### config.mk
export PLATFORM = sky130hd
export DESIGN_NAME = cfg_mc_ro_mem
export DESIGN_NICKNAME = d
export VERILOG_FILES = /design/src/rtl/cfg_mc_ro_mem.sv
export SDC_FILE = /design/constraint.sdc
export NUM_CORES = 1
export LEC_CHECK = 0
export CORE_MARGIN = 2
export CORE_UTILIZATION = 35
export CTS_CLUSTER_SIZE = 16
export DETAILED_ROUTE_END_ITERATION = 16
export PLACE_DENSITY = 0.85
export SYNTH_ARGS = -nofsm -noshare
export SYNTH_HDL_FRONTEND = slang
export SYNTH_SLANG_ARGS = --single-unit
### constraint.sdc
create_clock -name clk -period 6.41 [get_ports clk]
set_clock_uncertainty 0.05 [all_clocks]
set_input_delay 1.282 -clock clk [delete_from_list [all_inputs] [get_ports clk]]
set_output_delay 1.282 -clock clk [all_outputs]
set_load 0.02 [all_outputs]
### src/rtl/cfg_mc_ro_mem.sv
// Multi-channel read-only memory: round-robin arbitration of CHANS requesters onto one
// ROM array, with a fixed RDLAT-cycle read pipeline returning tagged, one-hot-valid data.
module cfg_mc_ro_mem #(
    parameter int unsigned CHANS  = 4,
    parameter int unsigned BLKS   = 2,
    parameter int unsigned BDEPTH = 32,
    parameter int unsigned SEGS   = 1,
    parameter int unsigned SEGW   = 32,
    parameter int unsigned RDLAT  = 1,
    parameter logic [BLKS-1:0][BDEPTH-1:0][SEGS-1:0][SEGW-1:0] ROMVAL = '0,
    localparam int unsigned NENT  = BLKS * BDEPTH,
    localparam int unsigned AW    = (NENT > 1) ? $clog2(NENT) : 1,
    localparam int unsigned CW    = (CHANS > 1) ? $clog2(CHANS) : 1,
    localparam int unsigned DW    = SEGS * SEGW
) (
    input  logic                clk,
    input  logic                rst,
    input  logic [CHANS-1:0]    req,
    input  logic [CHANS*AW-1:0] addr,
    output logic [CHANS-1:0]    gnt,
    output logic [CHANS-1:0]    rvalid,
    output logic [CW-1:0]       rchan,
    output logic [DW-1:0]       rdata
);

    if (RDLAT < 1 || RDLAT > 3) begin : g_bad_rdlat
        $error("cfg_mc_ro_mem: RDLAT must be in 1..3");
    end

    logic [CW-1:0]    ptr_q, ptr_d;
    logic [CW-1:0]    gidx;
    logic             xfer;
    logic [AW-1:0]    gaddr;
    logic [DW-1:0]    rom_word;
    int unsigned      cand;

    logic [RDLAT-1:0] vld_q;
    logic [CW-1:0]    chan_q [RDLAT];
    logic [DW-1:0]    word_q [RDLAT];

    // Scan ptr, ptr+1, ... modulo CHANS; first requester wins.
    always_comb begin
        gnt  = '0;
        gidx = '0;
        xfer = 1'b0;
        cand = 0;
        if (!rst) begin
            for (int i = 0; i < int'(CHANS); i++) begin
                cand = (int'(ptr_q) + i) % CHANS;
                if (!xfer && req[cand]) begin
                    xfer      = 1'b1;
                    gnt[cand] = 1'b1;
                    gidx      = CW'(cand);
                end
            end
        end
    end

    always_comb begin
        ptr_d = ptr_q;
        if (xfer) begin
            ptr_d = CW'((int'(gidx) + 1) % CHANS);
        end
    end

    assign gaddr = addr[gidx*AW +: AW];

    // Unmatched (out-of-range) addresses fall through to zero.
    always_comb begin
        rom_word = '0;
        for (int b = 0; b < int'(BLKS); b++) begin
            for (int e = 0; e < int'(BDEPTH); e++) begin
                if (NENT == 1 || int'(gaddr) == b * int'(BDEPTH) + e) begin
                    rom_word = ROMVAL[b][e];
                end
            end
        end
    end

    // Word and tag only advance with a valid, so the last stage holds its data when idle.
    always_ff @(posedge clk) begin
        if (rst) begin
            ptr_q <= '0;
            vld_q <= '0;
            for (int i = 0; i < int'(RDLAT); i++) begin
                chan_q[i] <= '0;
                word_q[i] <= '0;
            end
        end else begin
            ptr_q    <= ptr_d;
            vld_q[0] <= xfer;
            if (xfer) begin
                chan_q[0] <= gidx;
                word_q[0] <= rom_word;
            end
            for (int i = 1; i < int'(RDLAT); i++) begin
                vld_q[i] <= vld_q[i-1];
                if (vld_q[i-1]) begin
                    chan_q[i] <= chan_q[i-1];
                    word_q[i] <= word_q[i-1];
                end
            end
        end
    end

    always_comb begin
        rvalid = '0;
        if (vld_q[RDLAT-1]) begin
            rvalid[chan_q[RDLAT-1]] = 1'b1;
        end
    end

    assign rchan = chan_q[RDLAT-1];
    assign rdata = word_q[RDLAT-1];

endmodule
==> results.sh <==
export IMPL_status="finished clean"
export IMPL_layout_cells_non_filler=144
export IMPL_grt_pass1_vias=528
export IMPL_max_clock_freq_mhz=197
export IMPL_seq_area_sq_um=120
export IMPL_cts_sinks=5
export IMPL_cts_htree_levels=1
export IMPL_cp_end_kind="primary output"
export IMPL_post_cts_buffers=0
export IMPL_power_uw=396
export IMPL_power_density_nw_per_um2=428
export IMPL_wirelength_um=1490
export IMPL_dp_cells=140
export IMPL_vias_per_cell=4.66
export IMPL_maxSlewViolCount=0
export IMPL_post_route_min_period_ps=5080
export IMPL_synth_seq_cells=5
export IMPL_synth_top_area_cell="buf_4"
export IMPL_antenna_found_initial=0
export IMPL_hp_class="flip-flop to flip-flop"
export IMPL_crit_buf_inv=2
export IMPL_leakage_uw=0.000410
export IMPL_yosysWarnings=0
export IMPL_synth_cell_types=27
export IMPL_dieWidth_um=53.5
export IMPL_nFillCells=224
export IMPL_criticalPathCategory="input port to primary output"
export IMPL_worst_path_max_delay_cell="mux4_2"
export IMPL_clockBufferDepth=2
export IMPL_crit_fanout=7
export IMPL_multiInputGateArea_sq_um=588
export IMPL_holdBufCountCts=0
export IMPL_grt_pass1_wl_um=2200
export IMPL_synth_top_area_share_pct=28.0
export IMPL_via_count=671
export IMPL_wl_per_cell_um=10.4
export IMPL_synth_async_reset_ratio_pct=0
export IMPL_drt_pass1_iterations=4
export IMPL_setup_worst_path_start="req[2]"
export IMPL_grt_overflow=0
export IMPL_cts_tree="built"
export IMPL_maxCapViolations=0
export IMPL_antennaDiodeCount=0
export IMPL_arrival_ps=3750
export IMPL_cp_top_family="buffers and inverters"
export IMPL_synth_ff_type="dfxtp_1"
export IMPL_io_pins=72
export IMPL_gp_congestion=0.771
export IMPL_tightestPinTransition_ps=643
export IMPL_final_common_cell="conb_1"
export IMPL_drtIter0Drc=17
export IMPL_rr_startpoint="ptr_q[0]"
export IMPL_clock_latency_ps=240
export IMPL_cp_common_cell="clkdlybuf4s50_1"
export IMPL_post_route_drc_count=0
export IMPL_post_dp_hpwl_um=1140
export IMPL_mostFrequentLayoutCells="conb_1, nor2_1, clkdlybuf4s50_1, ha_1, nor3_1"
export IMPL_cp_cell_sequence="clkdlybuf4s50_1, mux4_2, nor3_1, and2_1, a221oi_1, nor2_1, clkdlybuf4s50_1"
export IMPL_synth_edf_count=2
export IMPL_finalSetupTns_ps=0
export IMPL_synth_sequential_area_ratio_pct=14.0
export IMPL_finalHoldViolCount=0
export IMPL_core_rowCount=17
export IMPL_cts_resized_gates=0
export IMPL_setup_viol=0
export IMPL_grtUsageTotal_pct=10.4
export IMPL_die_h_um=53.5
export IMPL_start_util_pct=37.7
export IMPL_avgSynthCellArea_sq_um=8.50
export IMPL_netlist_instances=101
export IMPL_syn2layout_area_growth_pct=8.02
export IMPL_cp_required_ps=5080
export IMPL_start_kind="input port"
export IMPL_ctsRootBufferMaster="clkbuf_4"
export IMPL_worstHoldStart="ptr_q[1]"
export IMPL_drive_above_1_share_pct=7.76
export IMPL_port_buffers=15
export IMPL_ys_top_cells_by_area="buf_4, mux4_2, ha_1, dfxtp_1, edfxtp_1"
export IMPL_cts_made_buffers=3
export IMPL_cp_slowest_stage_delay_ps=630
export IMPL_maxSlewHeadroom_pct=57.1
export IMPL_ant_nets=0
export IMPL_nets=154
export IMPL_grt_max_degree=16
export IMPL_period_share_pct=79.3
export IMPL_core_sq_um=2280
export IMPL_synth_area_sq_um=858
export IMPL_clk_pin_slew_worst_paths_ps=40
export IMPL_die_area_sq_um=2860
export IMPL_grt_setup_unrepaired="false"
export IMPL_ir_drop_uv=219
==> registers in the layout (all words and copies together) (netlist names) <==
signal / flops
chan_q: 2
ptr_q: 2
vld_q: 1
==> where the power goes <==
part	leakage (uW)	switching [uW]	internal (uW)
Combinational	0.000346	157	128
Clock	0.0000150	12.7	23.5
Sequential	0.0000485	27.6	47.5
==> stage by stage <==
step	hold WS, ps	setup WS [ps]	area (sq um)	utilization [%]
after global placement	826	1410	901	39.6
after global routing	915	1190	927	40.7
after floorplan	751	2360	975	-
after CTS	873	1320	927	40.7
final	857	1330	927	40.7
after detailed placement	836	1320	901	39.6
==> routing by layer <==
metal | global-route usage (%) | part of all wire (%)
met5 | 0 | 0
met4 | 2.56 | 0
met3 | 3.39 | 7.3
met2 | 18.3 | 50
met1 | 12.0 | 43
==> worst paths after layout <==
path	cells past startpoint	slack, ps	to
setup / recovery	7	1330	gnt[3]
hold / removal	3	860	vld_q
setup reg to reg	8	3490	ptr_q[1]
hold reg to reg	3	860	vld_q
==> kinds of logic after synthesis <==
logic type | share of synthesized area [%]
compound gates | 11.5
simple gates | 18.8
flops | 14.0
other cells | 0.437
fa+ha+maj | 10.2
buf+inv | 31.0
mux | 14.0
==> Yosys cell counts, types with 2 or more instances <==
cell type / number
buf_4: 32
nor2_1: 15
ha_1: 7
nor3_1: 6
a221oi_1: 4
a22oi_1: 4
mux4_2: 4
dfxtp_1: 3
mux2i_1: 3
a21oi_1: 2
edfxtp_1: 2
inv_1: 2
nand2_1: 2
nand2b_1: 2
==> worst min-delay path, delay by kind of cell (launching register included) <==
family,cells,cell delay (ps)
flops,1,400
mux,1,300
simple gates,2,160
==> layout make-up <==
| class | instances | area share (%) |
|---|---|---|
| inverters | 2 | 0.810 |
| repair buffers | 15 | 16.2 |
| multi-input cells | 90 | 63.4 |
| flip-flops and latches | 5 | 13.0 |
| well taps | 28 | 3.78 |
| clock buffers | 4 | 2.83 |
Note: power is estimated with default switching activity, not from simulation.
